`src/rtl/ycfsm_pkg.sv`:
```
// Shared dual-rail codes, lane state type and helpers for the Y-cell lane array.
package ycfsm_pkg;

   // Dual-rail code points
   localparam logic [1:0] EMPTY   = 2'b00;
   localparam logic [1:0] ZERO    = 2'b01;
   localparam logic [1:0] ONE     = 2'b10;
   localparam logic [1:0] ILLEGAL = 2'b11;

   typedef enum logic [1:0] {
      IDLE = 2'b00,
      HOLD = 2'b01,
      ERR  = 2'b10
   } lane_state_e;

   // True for any code other than ILLEGAL
   function automatic logic dr_legal(input logic [1:0] code);
      return code != ILLEGAL;
   endfunction

endpackage

```
`src/rtl/ycfsm_lane.sv`:
```
// One Y-cell lane: matches a dual-rail input against a dual-rail match value,
// holds the result until the input returns to empty, and flags illegal codes.
module ycfsm_lane
   import ycfsm_pkg::*;
(
   input  logic       clk,
   input  logic       reset,
   input  logic       lane_clr,
   input  logic [1:0] in_dr,
   input  logic [1:0] match_dr,
   output logic [1:0] out_dr,
   output logic       err,
   output logic       hold_nx_c,
   output logic       idle_nx_c,
   output logic       err_entry_c
);

   lane_state_e state_q, state_d;
   logic [1:0]  out_q, out_d;
   logic        err_q, err_d;

   // Next state, latched result and ERR-entry pulse
   always_comb begin
      state_d     = state_q;
      out_d       = EMPTY;
      err_entry_c = 1'b0;

      case (state_q)
         IDLE: begin
            if (!dr_legal(in_dr) || !dr_legal(match_dr)) begin
               state_d = ERR;
            end else if (in_dr != EMPTY && match_dr != EMPTY) begin
               state_d = HOLD;
               out_d   = (in_dr == match_dr) ? ONE : ZERO;
            end
         end
         HOLD: begin
            // Result is frozen; only empty or illegal input ends the hold
            if (in_dr == ILLEGAL) begin
               state_d = ERR;
            end else if (in_dr == EMPTY) begin
               state_d = IDLE;
            end else begin
               out_d = out_q;
            end
         end
         ERR: begin
            if (in_dr == EMPTY && dr_legal(match_dr)) begin
               state_d = IDLE;
            end
         end
         default: state_d = IDLE;
      endcase

      // A lane clear beats any transition and suppresses the ERR entry
      if (lane_clr) begin
         state_d = IDLE;
         out_d   = EMPTY;
      end

      err_d       = (state_d == ERR);
      err_entry_c = (state_d == ERR) && (state_q != ERR);
      hold_nx_c   = (state_d == HOLD);
      idle_nx_c   = (state_d == IDLE);
   end

   // State and output registers with synchronous reset
   always_ff @(posedge clk) begin
      if (reset) begin
         state_q <= IDLE;
         out_q   <= EMPTY;
         err_q   <= 1'b0;
      end else begin
         state_q <= state_d;
         out_q   <= out_d;
         err_q   <= err_d;
      end
   end

   assign out_dr = out_q;
   assign err    = err_q;

endmodule

```
`src/rtl/ycfsm_lanes.sv`:
```
// NCH independent Y-cell lanes with aggregate completion flags and a
// saturating count of ERR entries.
module ycfsm_lanes
   import ycfsm_pkg::*;
#(
   parameter int unsigned NCH  = 8,
   parameter int unsigned CNTW = 8
) (
   input  logic              clk,
   input  logic              reset,
   input  logic [2*NCH-1:0]  in,
   input  logic [2*NCH-1:0]  match,
   input  logic [NCH-1:0]    lane_clr,
   output logic [2*NCH-1:0]  out,
   output logic              all_valid,
   output logic              all_empty,
   output logic [NCH-1:0]    err_lane,
   output logic [CNTW-1:0]   err_count
);

   localparam int unsigned SUMW = $clog2(NCH + 1);
   localparam int unsigned ACCW = ((CNTW > SUMW) ? CNTW : SUMW) + 1;
   localparam logic [CNTW-1:0] CNT_MAX = '1;

   logic [NCH-1:0]  hold_nx;
   logic [NCH-1:0]  idle_nx;
   logic [NCH-1:0]  err_entry;

   logic            all_valid_q, all_valid_d;
   logic            all_empty_q, all_empty_d;
   logic [CNTW-1:0] err_count_q, err_count_d;
   logic [SUMW-1:0] n_entry_c;
   logic [ACCW-1:0] sum_c;

   for (genvar g = 0; g < NCH; g++) begin : g_lane
      ycfsm_lane u_lane (
         .clk         (clk),
         .reset       (reset),
         .lane_clr    (lane_clr[g]),
         .in_dr       (in[2*g +: 2]),
         .match_dr    (match[2*g +: 2]),
         .out_dr      (out[2*g +: 2]),
         .err         (err_lane[g]),
         .hold_nx_c   (hold_nx[g]),
         .idle_nx_c   (idle_nx[g]),
         .err_entry_c (err_entry[g])
      );
   end

   // Aggregate flags from next lane states, plus popcount and saturating add
   always_comb begin
      all_valid_d = &hold_nx;
      all_empty_d = &idle_nx;
      n_entry_c   = '0;
      for (int i = 0; i < int'(NCH); i++) begin
         n_entry_c = n_entry_c + SUMW'(err_entry[i]);
      end
      sum_c = ACCW'(err_count_q) + ACCW'(n_entry_c);
      if (sum_c > ACCW'(CNT_MAX)) begin
         err_count_d = CNT_MAX;
      end else begin
         err_count_d = CNTW'(sum_c);
      end
   end

   // Flag and counter registers; err_count is cleared only by reset
   always_ff @(posedge clk) begin
      if (reset) begin
         all_valid_q <= 1'b0;
         all_empty_q <= 1'b1;
         err_count_q <= '0;
      end else begin
         all_valid_q <= all_valid_d;
         all_empty_q <= all_empty_d;
         err_count_q <= err_count_d;
      end
   end

   assign all_valid = all_valid_q;
   assign all_empty = all_empty_q;
   assign err_count = err_count_q;

endmodule

```
`config.mk`:
```
export PLATFORM = sky130hd
export DESIGN_NAME = ycfsm_lanes
export DESIGN_NICKNAME = d
export VERILOG_FILES = /design/src/rtl/ycfsm_pkg.sv /design/src/rtl/ycfsm_lane.sv /design/src/rtl/ycfsm_lanes.sv
export SDC_FILE = /design/constraint.sdc
export NUM_CORES = 1
export LEC_CHECK = 0
export ABC_AREA = 1
export ABC_CLOCK_PERIOD_IN_PS = 3900
export CAP_MARGIN = 40
export CELL_PAD_IN_SITES_DETAIL_PLACEMENT = 0
export CELL_PAD_IN_SITES_GLOBAL_PLACEMENT = 1
export CORE_MARGIN = 10
export CORE_UTILIZATION = 32
export DETAILED_ROUTE_END_ITERATION = 8
export GPL_TIMING_DRIVEN = 0
export HOLD_SLACK_MARGIN = 0.02
export PLACE_DENSITY = 0.8
export SLEW_MARGIN = 5
export SYNTH_ARGS = -nofsm -noshare
export SYNTH_HDL_FRONTEND = slang
export SYNTH_SLANG_ARGS = --single-unit
export TNS_END_PERCENT = 1
```
`constraint.sdc`:
```
create_clock -name clk -period 3.9 [get_ports clk]
set_input_delay 0.585 -clock clk [delete_from_list [all_inputs] [get_ports clk]]
set_output_delay 0.585 -clock clk [all_outputs]
set_load 0.05 [all_outputs]
```
### Word level (Yosys, flattened, before mapping)

Cells that the tools add are included.

* bits in registers: 50
* input bits: 42
* output and inout bits: 34
* logic and storage cells: 319

* $add $sub $neg: 8
* magnitude comparators: 1
* eq/ne operators: 80
* muxes and demuxes: 105
* reduce and logical (&&, ||, !) cells: 98

Operator list (number)
* two-way mux 2 bit: 88
* equality test 2 bit, second input constant: 24
* zero test 2 bit: 24
* != test 2 bit, second input constant: 24
* case mux 2 bit (3 select lines): 8
* equality test 2 x 1 -> 1 bit, second input constant: 16
* case mux 2 bit (2 select lines): 8
* nonzero test 2 bit: 16
* logical AND 1 bit: 24
* != test 3 x 1 -> 1 bit, second input constant: 8
* adder 4 x 1 -> 4 bit: 4
* equality test 2 bit: 8
* zero test 1 bit: 16
* AND reduction 8 bit: 2
* OR reduction 2 bit: 8
* adder 8 x 4 -> 9 bit: 1
* greater-than comparator 9 x 8 -> 1 bit, second input constant: 1
* logical OR 1 bit: 8
* two-way mux 8 bit: 1
* adder 3 x 1 -> 4 bit: 1
* adder 2 x 1 -> 3 bit: 1
* adder 1 x 1 -> 2 bit: 1

### Logic depth before layout (Yosys ltp)

Gate-level depths: netlist of run 1.

* word-level depth: 18
* mapped depth: 20
* mapped depth without buffers: 20

### Cells and area by module

From an unflattened synthesis of run 1, not the netlist that was laid out.

* cell total of the unflattened synthesis: 607
* area, all modules: 3653.5 sq um

By module, submodules not included
* ycfsm_lane at g_lane[1].u_lane ...: instances 7, cells each 66, area an instance 371.6 sq um, seq. area each 100.1 sq um
* ycfsm_lanes: instances 1, cells each 87, area an instance 694.4 sq um, seq. area each 200.2 sq um
* ycfsm_lane at g_lane[0].u_lane: instances 1, cells each 58, area an instance 357.8 sq um, seq. area each 100.1 sq um

### Least setup slack after synthesis of run 1

OpenSTA, ideal clock, no wires.

* kind: input to register
* from: input port in[1]
* to: register err_count_q[6], in the netlist err_count[6]
* library setup time: 122 ps
* arrival time: 4018 ps
* required time: 3778 ps
* path slack: -240 ps
* stages on the path: 20
* buffers on the path: 0
* cells stage by stage: inv_1 -> ha_1 -> inv_1 -> nand2_1 -> nand3_1 -> nand2_1 -> nor2_1 -> fa_1 -> inv_1 -> fa_1 -> inv_1 -> fa_1 -> fa_1 -> inv_1 -> fa_1 -> o21ai_2 -> nand2_1 -> nor2_2 -> xnor2_1 -> a21oi_1

* word-level cells in the longest chain between the ends: 18
* elaborated cells on any way between the ends: 27
* classes of those cells: add/sub: 8; order compare: 1; eq/ne: 3; mux: 8; reduce/logical: 7

RTL lines
* from (decl): RTL line ycfsm_lanes.sv:11 `input logic [2*NCH-1:0] in,`
* nonzero test 2 bit or != test 2 bit (tied branches): RTL line ycfsm_lane.sv:32, ycfsm_pkg.sv:18
* logical AND 1 bit or zero test 1 bit (tied branches): RTL line ycfsm_lane.sv:32, ycfsm_lane.sv:30
* two-way mux 2 bit or logical OR 1 bit (tied branches): RTL line ycfsm_lane.sv:32, ycfsm_lane.sv:30
* two-way mux 2 bit: RTL line ycfsm_lane.sv:30 `if (!dr_legal(in_dr) || !dr_legal(match_dr)) begin`
* case mux 2 bit (3 select lines) (*): RTL line ycfsm_lane.sv:28 `case (state_q)`
* two-way mux 2 bit (*): RTL line ycfsm_lane.sv:56 `if (lane_clr) begin`
* equality test 2 bit (*): RTL line ycfsm_lane.sv:62 `err_entry_c = (state_d == ERR) && (state_q != ERR);`
* logical AND 1 bit (*): RTL line ycfsm_lane.sv:62
* adder 1 x 1 -> 2 bit (*): RTL line ycfsm_lanes.sv:56 `n_entry_c = n_entry_c + SUMW'(err_entry[i]);`
* adder 2 x 1 -> 3 bit (*): RTL line ycfsm_lanes.sv:56
* adder 3 x 1 -> 4 bit (*): RTL line ycfsm_lanes.sv:56
* adder 4 x 1 -> 4 bit (*) (4 in series): RTL line ycfsm_lanes.sv:56
* adder 8 x 4 -> 9 bit (*): RTL line ycfsm_lanes.sv:58 `sum_c = ACCW'(err_count_q) + ACCW'(n_entry_c);`
* greater-than comparator 9 x 8 -> 1 bit: RTL line ycfsm_lanes.sv:59 `if (sum_c > ACCW'(CNT_MAX)) begin`
* two-way mux 8 bit (*): RTL line ycfsm_lanes.sv:59
* to (signal assigned): RTL line ycfsm_lanes.sv:75 `err_count_q <= err_count_d;`
* to (decl): RTL line ycfsm_lanes.sv:31 `logic [CNTW-1:0] err_count_q, err_count_d;`

Every way passes the cells marked *; elsewhere a longest branch is shown, timed or not.
A chain may end at the register's enable or synchronous reset.

### Worst setup path after layout of run 1

* from: input port in[4]
* to: register all_valid_q, in the netlist all_valid

* word-level cells in the longest chain between the ends: 8
* elaborated cells on any way between the ends: 17
* classes of those cells: eq/ne: 3; mux: 7; reduce/logical: 7

RTL lines
* nonzero test 2 bit or != test 2 bit (tied branches): RTL line ycfsm_lane.sv:32, ycfsm_pkg.sv:18
* logical AND 1 bit or zero test 1 bit (tied branches): RTL line ycfsm_lane.sv:32, ycfsm_lane.sv:30
* two-way mux 2 bit or logical OR 1 bit (tied branches): RTL line ycfsm_lane.sv:32, ycfsm_lane.sv:30
* two-way mux 2 bit: RTL line ycfsm_lane.sv:30
* case mux 2 bit (3 select lines) (*): RTL line ycfsm_lane.sv:28
* two-way mux 2 bit (*): RTL line ycfsm_lane.sv:56
* equality test 2 x 1 -> 1 bit (*): RTL line ycfsm_lane.sv:63 `hold_nx_c = (state_d == HOLD);`
* AND reduction 8 bit (*): RTL line ycfsm_lanes.sv:52 `all_valid_d = &hold_nx;`
* to (signal assigned): RTL line ycfsm_lanes.sv:73 `all_valid_q <= all_valid_d;`
* to (decl): RTL line ycfsm_lanes.sv:29 `logic all_valid_q, all_valid_d;`

Marked as above.

==> results of run 1 <==
timing repair:
action | 4_1_cts | 5_1_grt
buffers inserted | 31 | 7
resized for setup | 57 | 16
hold buffers | 0 | 0
pin swaps | 19 | 11
endpoints found under the setup margin | 8 | 11
cells in the mapped netlist (4+ instances only):
cell	instances
sky130_fd_sc_hd__nor2_1	90
sky130_fd_sc_hd__xnor2_1	10
sky130_fd_sc_hd__dfxtp_1	50
sky130_fd_sc_hd__a21oi_1	16
sky130_fd_sc_hd__nand2_2	5
sky130_fd_sc_hd__nand3_1	32
sky130_fd_sc_hd__o21ai_0	8
sky130_fd_sc_hd__and3b_1	8
sky130_fd_sc_hd__a2bb2oi_1	7
sky130_fd_sc_hd__nand2_1	113
sky130_fd_sc_hd__inv_1	75
sky130_fd_sc_hd__ha_1	22
sky130_fd_sc_hd__buf_4	8
sky130_fd_sc_hd__inv_2	6
sky130_fd_sc_hd__and3_1	7
sky130_fd_sc_hd__nor2_2	8
sky130_fd_sc_hd__o21ai_1	4
sky130_fd_sc_hd__fa_1	5
registers in the layout, summed over array words and instances, names as in the netlist:
register,flops
g_lane.u_lane.state_q,16
all_valid,1
g_lane.u_lane.out_dr,16
all_empty,1
g_lane.u_lane.err,8
err_count,8
worst max-delay path: cells and delay by family:
kind / cells / cell delay [ns]
buffers and inverters: 26 / 2.97
AND/OR/NAND/NOR: 7 / 0.40
adder cells (fa/ha/maj): 1 / 0.15
per-stage QoR:
| stage | area (µm²) | utilization (%) | setup TNS [ns] |
|---|---|---|---|
| after floorplan | 3350 | - | 0 |
| after global placement | 4270 | 43.1 | -4.82 |
| after detailed placement | 4270 | 43.1 | -5.24 |
| after CTS | 4650 | 47.0 | 0 |
| after global routing | 4740 | 47.9 | -0.410 |
| final | 4740 | 47.9 | -0.0278 |
final cells by class:
type,instances,share of cell area (%)
sequential,50,21.2
inverter,81,6.68
clock buffer,6,1.74
tap,133,3.51
multi-input combinational,349,43.2
clock inverter,1,0.633
timing repair buffer,112,21.5
buffer,12,1.64
power by group through the flow:
stage	clock network [mW]	registers, mW	logic (mW)
global route	0.409	0.570	0.675
CTS	0.388	0.566	0.587
detailed placement	0	0.577	0.539
floorplan	0	0.638	0.303
finish	0.376	0.566	0.605
global placement	0	0.577	0.529
cells by family after synthesis:
| family | after synthesis | share of synthesized area (%) |
|---|---|---|
| AOI/OAI and AO/OA | 44 | 8.77 |
| xor gates and xnor gates | 11 | 2.92 |
| adders and majority gates | 27 | 11.4 |
| buffers and inverters | 93 | 11.6 |
| DFF | 50 | 30.4 |
| and+or+nand+nor | 267 | 34.9 |
worst paths after layout:
path / endpoint / cells past startpoint
hold / removal: g_lane[0].u_lane.out_dr[1] / 2
setup reg to reg: all_valid / 32
hold reg to reg: g_lane[0].u_lane.out_dr[1] / 2
setup / recovery: all_valid / 34
layout by cell type (no fill, tap or decap), types with 2 or more instances in the layout:
cell type and n:
sky130_fd_sc_hd__nand2_1 105, sky130_fd_sc_hd__nor2_1 86, sky130_fd_sc_hd__inv_1 60, sky130_fd_sc_hd__clkdlybuf4s50_1 59, sky130_fd_sc_hd__dfxtp_1 48, sky130_fd_sc_hd__buf_4 45
sky130_fd_sc_hd__nand3_1 26, sky130_fd_sc_hd__ha_1 18, sky130_fd_sc_hd__inv_2 16, sky130_fd_sc_hd__a21oi_1 16, sky130_fd_sc_hd__nand2_2 11, sky130_fd_sc_hd__nor2_2 10
sky130_fd_sc_hd__xnor2_1 10, sky130_fd_sc_hd__and3b_1 8, sky130_fd_sc_hd__o21ai_0 8, sky130_fd_sc_hd__dlygate4sd2_1 8, sky130_fd_sc_hd__and3_1 7, sky130_fd_sc_hd__a2bb2oi_1 7
sky130_fd_sc_hd__nand3_2 6, sky130_fd_sc_hd__clkbuf_8 6, sky130_fd_sc_hd__inv_4 5, sky130_fd_sc_hd__o21ai_1 4, sky130_fd_sc_hd__nor2_4 3, sky130_fd_sc_hd__buf_2 3
sky130_fd_sc_hd__fa_1 3, sky130_fd_sc_hd__buf_6 3, sky130_fd_sc_hd__or2_4 2, sky130_fd_sc_hd__nand2_4 2, sky130_fd_sc_hd__clkbuf_1 2, sky130_fd_sc_hd__a21oi_4 2
sky130_fd_sc_hd__a21oi_2 2, sky130_fd_sc_hd__fa_2 2, sky130_fd_sc_hd__ha_4 2, sky130_fd_sc_hd__ha_2 2, sky130_fd_sc_hd__dfxtp_2 2, sky130_fd_sc_hd__dlymetal6s2s_1 2
routing by layer:
metal  up-vias  GRT usage, %  part of all wire, %
li1       1750             -                    -
met1      1462          14.4                   45
met2        91          20.6                   46
met3        17          3.30                  6.5
met4         0          4.55                  2.3
met5         -             0                    0
==> flow_summary.ini, run 1 <==
[status]
outcome = finished, violations left
failed_checks = setup timing

[synth]
synthCells = 492
leading_area_contributor_after_synthesis = sky130_fd_sc_hd__dfxtp_1
post_synth_edffs = 0
synth_warnings = 0
post_synth_num_cell_types = 31
async_flop_share_pct = 0
synth_area_um2 = 3290
synth_nets = 561
synth_sequential_area_ratio_pct = 30.4
area_share_of_the_largest_cell_type_after_synthesis_pct = 30.4
synth-seq-cells = 50
synthFlopType = sky130_fd_sc_hd__dfxtp_1
synth_area_per_inst_um2 = 6.70
yosys-top-cells-area = sky130_fd_sc_hd__dfxtp_1, sky130_fd_sc_hd__nand2_1, sky130_fd_sc_hd__nor2_1

[setup_path]
critPathLaunchType = input port
crit_slowest_cell = sky130_fd_sc_hd__ha_4
worstPathArrival_ns = 4.14
r2r-start = g_lane[2].u_lane.state_q[1]
timing.critical_path.fanout_max = 3
regToRegSetupSlack_ns = 0.02
critical_path.startpoint = in[4]
timing.critical_path.slowest_cell_delay_ns = 0.15
crit_required_ns = 4.11
worst_setup_path_class = input port to flop
path_common_cell = sky130_fd_sc_hd__buf_4
cp-end-kind = flop

[clock_tree]
clock-root-buffer = sky130_fd_sc_hd__clkbuf_8
ctsLongestPathBuffers = 2
clkLatencyLatePin_ns = 0.30
worst_setup_hold_path_clk_slew_ns = 0.09
clkSinkCount = 50
tritoncts = done
cts_inserted_buffers = 5
cts-htree-levels = 2

[sta]
final-hold-violation-count = 0
final.min_clock_period_ns = 3.93
post-route-worst-setup-slack_ns = -0.0278
fin_crit_sh_pct = 101
grt_setup_unrepaired = true
timing_worst_slew_pin_value_ns = 0.634
fin_hold_ws_ns = 0.465
timing.final.setup_violations = 1
timing_max_transition_violations_final = 0
max_slew_headroom_pct = 57.7
fmaxAchievable_ghz = 0.255
finClkSkew_ns = 0.00639

[pwr]
clock_power_share_pct = 24.3
switchingPower_mw = 0.531
total_power_mw = 1.55
share_seq_of_total_power_pct = 36.6
p_int_mw = 1.01
power.combinational.fraction_pct = 39.1
vdd_ir_drop_max_uv = 185
cellLeakagePower_nw = 2.31
pwr_density_cell_nw_per_um2 = 326
netSwitchingFraction_pct = 34.4

[detailed_routing]
routed_vias = 3320
drt.antenna.violating_nets = 0
avgViaCountPerCell = 4.46
number_of_design_rule_violations_left_after_detail_routing = 0
wl_per_cell_um = 11.9
first_pass_iters = 5
dr.first_iter.drc_count = 88
detail_route.wirelength_um = 8840

[placed_design]
buffer_ports.inserted = 75
place_inst = 700
placement.setup.worst_slack_ns = -0.739
globalplace.congestion = 0.840
post-dp-hpwl_um = 6730

[grt]
antenna_found_initial = 0
grt_start_max_net_pins = 15
globalRouteOverflowTotal = 0
grt_pass1_wl_um = 15100
global_route.usage.total_pct = 12.2
number_of_global_route_vias_before_repair = 3304

[floorplan]
core_footprint_um2 = 9910
fp.dieArea_um2 = 14800
floorplan.die.height_um = 121
io-pin-count = 76
core.rowCount = 36
effective_utilization_at_floorplan_pct = 33.2
die_x_um = 121

[cells_and_area]
antennaDiodeCount = 0
seq_area_um2 = 1000
final_nets = 680
fill_cells = 986
stdcell_count = 744
multi_input_area_um2 = 2050
post_route_cells_drive_above_1_share_pct = 21.1
areaGrowthSynthToFinish_pct = 43.9

[hold_path]
holdCritPathClass = flop to flop
hold_start = g_lane[0].u_lane.out_dr[1]

[run]
max-cap-violations = 0
Power figures use the tool's default switching activity.
==> run 2: changes to the inputs <==
- ABC_AREA: 1 -> 0
- CTS_BUF_LIST: unset -> sky130_fd_sc_hd__clkbuf_16
- PLACE_DENSITY: 0.8 -> 0.79
==> run 2 against run 1 <==
  * The run still ends with setup timing left
  * Non-clock buffer count shrank 31
  * Synthesized cell count shrank 27%
  * Combinational power is 8.6% lower
  * Final cell count shrank 26%
  * Maximum frequency increased by 0.28%
  * Register-to-register slack better by 0.16 ns
  * First-iteration DRC count shrank 15%
==> flow_summary.ini, run 2 <==
[setup_path]
rr_endpoint = err_count[6]
critical_path.n_buffers_inverters = 4
crit_path_cell_trace = buf_8, ha_4, nor3_4, o21ai_2, o21ai_2, nor2_2, fa_1, inv_2, fa_1, inv_1, fa_1, fa_2, inv_2, fa_2, nor2b_2, o21ai_2, nand2_2, nor4bb_4, nor3_1
timing.critical_path.fanout_max = 6
worst_setup_path_class = input port to flop
cp_num_cells = 19
r2r_cells = 17
cp-end-kind = flop
crit_required_ns = 4.05
worstPathArrival_ns = 4.07
critPathTopFamily = adder cells
critPathLaunchType = input port
r2r-start = g_lane[0].u_lane.state_q[1]
crit_slowest_cell = sky130_fd_sc_hd__fa_1
regToRegSetupSlack_ns = 0.18
timing.critical_path.slowest_cell_delay_ns = 0.50

[cells_and_area]
final_nets = 514
antennaDiodeCount = 0
final_cell_mix = sky130_fd_sc_hd__clkdlybuf4s50_1, sky130_fd_sc_hd__dfxtp_1, sky130_fd_sc_hd__nor2_1
mostFrequentLayoutCell = sky130_fd_sc_hd__clkdlybuf4s50_1
post_route_cells_drive_above_1_share_pct = 12.6
fill_cells = 860
areaGrowthSynthToFinish_pct = 39.9

[synth]
synth_nets = 427
post_synth_edffs = 0
async_flop_share_pct = 0
synthFlopType = sky130_fd_sc_hd__dfxtp_1
yosys-top-cells-area = sky130_fd_sc_hd__dfxtp_1, sky130_fd_sc_hd__ha_1, sky130_fd_sc_hd__nor2_1
area_share_of_the_largest_cell_type_after_synthesis_pct = 34.1
synth_warnings = 0
synth_area_per_inst_um2 = 8.20
synth_area_um2 = 2940
leading_post_synthesis_cells_by_instance_count = sky130_fd_sc_hd__dfxtp_1, sky130_fd_sc_hd__nor2_1, sky130_fd_sc_hd__inv_1
synthCells = 358
post_synth_num_cell_types = 42
synth_sequential_area_ratio_pct = 34.1
synth_most_common_cell = sky130_fd_sc_hd__dfxtp_1
leading_area_contributor_after_synthesis = sky130_fd_sc_hd__dfxtp_1
synth-seq-cells = 50

[placed_design]
buffer_ports.inserted = 75
post-dp-hpwl_um = 6470
globalplace.congestion = 0.806

[grt]
grt_start_max_net_pins = 16
number_of_global_route_vias_before_repair = 2855
antenna_found_initial = 0
globalRouteOverflowTotal = 0
global_route.usage.total_pct = 12.0
grt_pass1_wl_um = 13100

[detailed_routing]
avgViaCountPerCell = 4.95
drt.antenna.violating_nets = 0
routed_vias = 2743
detail_route.wirelength_um = 8140
number_of_design_rule_violations_left_after_detail_routing = 0
wl_per_cell_um = 14.7
first_pass_iters = 4
dr.first_iter.drc_count = 75

[clock_tree]
ctsLongestPathBuffers = 2
clkSinkCount = 50
tritoncts = done
postCtsHoldBufs = 0
cts-htree-levels = 2
cts_inserted_buffers = 5
clkLatencyLatePin_ns = 0.29
worst_setup_hold_path_clk_slew_ns = 0.07
clock-root-buffer = sky130_fd_sc_hd__clkbuf_16

[hold_path]
hold_start = g_lane[4].u_lane.out_dr[0]
worstHoldPathCells = 2
holdCritPathClass = flop to flop
whs_endpoint = g_lane[4].u_lane.out_dr[0]

[floorplan]
fp.dieArea_um2 = 13400
effective_utilization_at_floorplan_pct = 33.3
core_footprint_um2 = 8810
floorplan.die.height_um = 116
die_x_um = 116
io-pin-count = 76
core.rowCount = 34

[pwr]
switchingPower_mw = 0.533
netSwitchingFraction_pct = 34.4
power.combinational.fraction_pct = 35.7
total_power_mw = 1.55
vdd_ir_drop_max_uv = 275
cellLeakagePower_nw = 1.67
share_seq_of_total_power_pct = 37.0
p_int_mw = 1.02
pwr_density_cell_nw_per_um2 = 377
clock_power_share_pct = 27.3

[sta]
fin_crit_sh_pct = 100
timing_worst_slew_pin_value_ns = 0.737
finClkSkew_ns = 0.00344
timing_max_transition_violations_final = 0
post-route-worst-setup-slack_ns = -0.0169
grt_setup_unrepaired = true
fmaxAchievable_ghz = 0.255
finalSetupTns_ns = -0.0169
final-hold-violation-count = 0
final.min_clock_period_ns = 3.92
timing.final.setup_violations = 1
max_slew_headroom_pct = 50.9

[run]
max-cap-violations = 0

[status]
failed_checks = setup timing
outcome = finished, violations left
-- run 2: kinds of logic after synthesis --
kind of cell / Yosys count / share of synthesized area (%)
and+or+nand+nor: 130 / 20.9
AOI/OAI and AO/OA: 73 / 16.6
buffers and inverters: 51 / 7.54
DFF: 50 / 34.1
adders and majority gates: 27 / 12.8
xor gates and xnor gates: 26 / 7.76
muxes: 1 / 0.341
-- run 2: layout make-up --
cell class	instances	area, µm²	area share [%]
repair buffers	80	777	18.9
clock inverters	3	16.3	0.396
clock buffers	5	125	3.05
inverters	38	148	3.60
flip-flops and latches	50	1000	24.4
multi-input cells	257	1830	44.5
plain buffers	13	78.8	1.92
well taps	108	135	3.29
-- run 2: worst max-delay path by stage --
stage / from / to / slack [ns]
CTS: in[0] / err_count[6] / -0.15
finish: in[0] / err_count[6] / -0.02
global route: in[0] / err_count[6] / -0.22
detailed placement: in[0] / err_count[0] / -1.0
floorplan: in[0] / err_count[6] / -0.08
global placement: in[0] / err_count[0] / -0.93
-- run 2: worst reg2reg max path: stages (launching register included) --
cell and delay (ns):
sky130_fd_sc_hd__dfxtp_1 0.34, sky130_fd_sc_hd__inv_1 0.11, sky130_fd_sc_hd__o21ai_1 0.08, sky130_fd_sc_hd__a22oi_2 0.22, sky130_fd_sc_hd__nor2_2 0.06, sky130_fd_sc_hd__fa_1 0.50, sky130_fd_sc_hd__inv_2 0.04, sky130_fd_sc_hd__fa_1 0.48
sky130_fd_sc_hd__inv_1 0.05, sky130_fd_sc_hd__fa_1 0.49, sky130_fd_sc_hd__fa_2 0.21, sky130_fd_sc_hd__inv_2 0.04, sky130_fd_sc_hd__fa_2 0.34, sky130_fd_sc_hd__nor2b_2 0.13, sky130_fd_sc_hd__o21ai_2 0.09, sky130_fd_sc_hd__nand2_2 0.13
sky130_fd_sc_hd__nor4bb_4 0.21, sky130_fd_sc_hd__nor3_1 0.07
-- run 2: power by group through the flow --
stage | combinational [mW] | sequential (mW) | clock, mW
floorplan | 0.280 | 0.652 | 0
global placement | 0.522 | 0.584 | 0
detailed placement | 0.531 | 0.584 | 0
CTS | 0.558 | 0.573 | 0.437
global route | 0.622 | 0.577 | 0.456
finish | 0.553 | 0.573 | 0.423
-- run 2: what timing repair did --
| item | in CTS | in global routing |
|---|---|---|
| endpoints found under the hold margin | 0 | 0 |
| setup endpoints to repair | 8 | 8 |
| buffers inserted | 5 | 0 |
| resized for setup | 46 | 8 |
| pin swaps | 10 | 10 |
-- run 2: metal layers --
layer	up-vias	routed length, µm	part of all wire (%)	track usage [%]
li1	1391	-	-	-
met3	14	612	7.5	3.98
met5	-	0	0	0
met1	1264	3260	40	12.9
met2	74	4070	50	21.8
met4	0	195	2.4	3.59
-- run 2: metrics by stage --
| step | setup slack (ns) | hold slack [ns] | utilization (%) | instance area (µm²) | cells |
|---|---|---|---|---|---|
| floorplan | -0.0816 | 0.531 | - | 2970 | 358 |
| global placement | -0.929 | 0.451 | 43.7 | 3850 | 541 |
| detailed placement | -0.998 | 0.463 | 43.7 | 3850 | 541 |
| CTS | -0.148 | 0.473 | 46.5 | 4090 | 554 |
| global route | -0.223 | 0.505 | 46.6 | 4110 | 554 |
| finish | -0.0169 | 0.467 | 46.6 | 4110 | 554 |
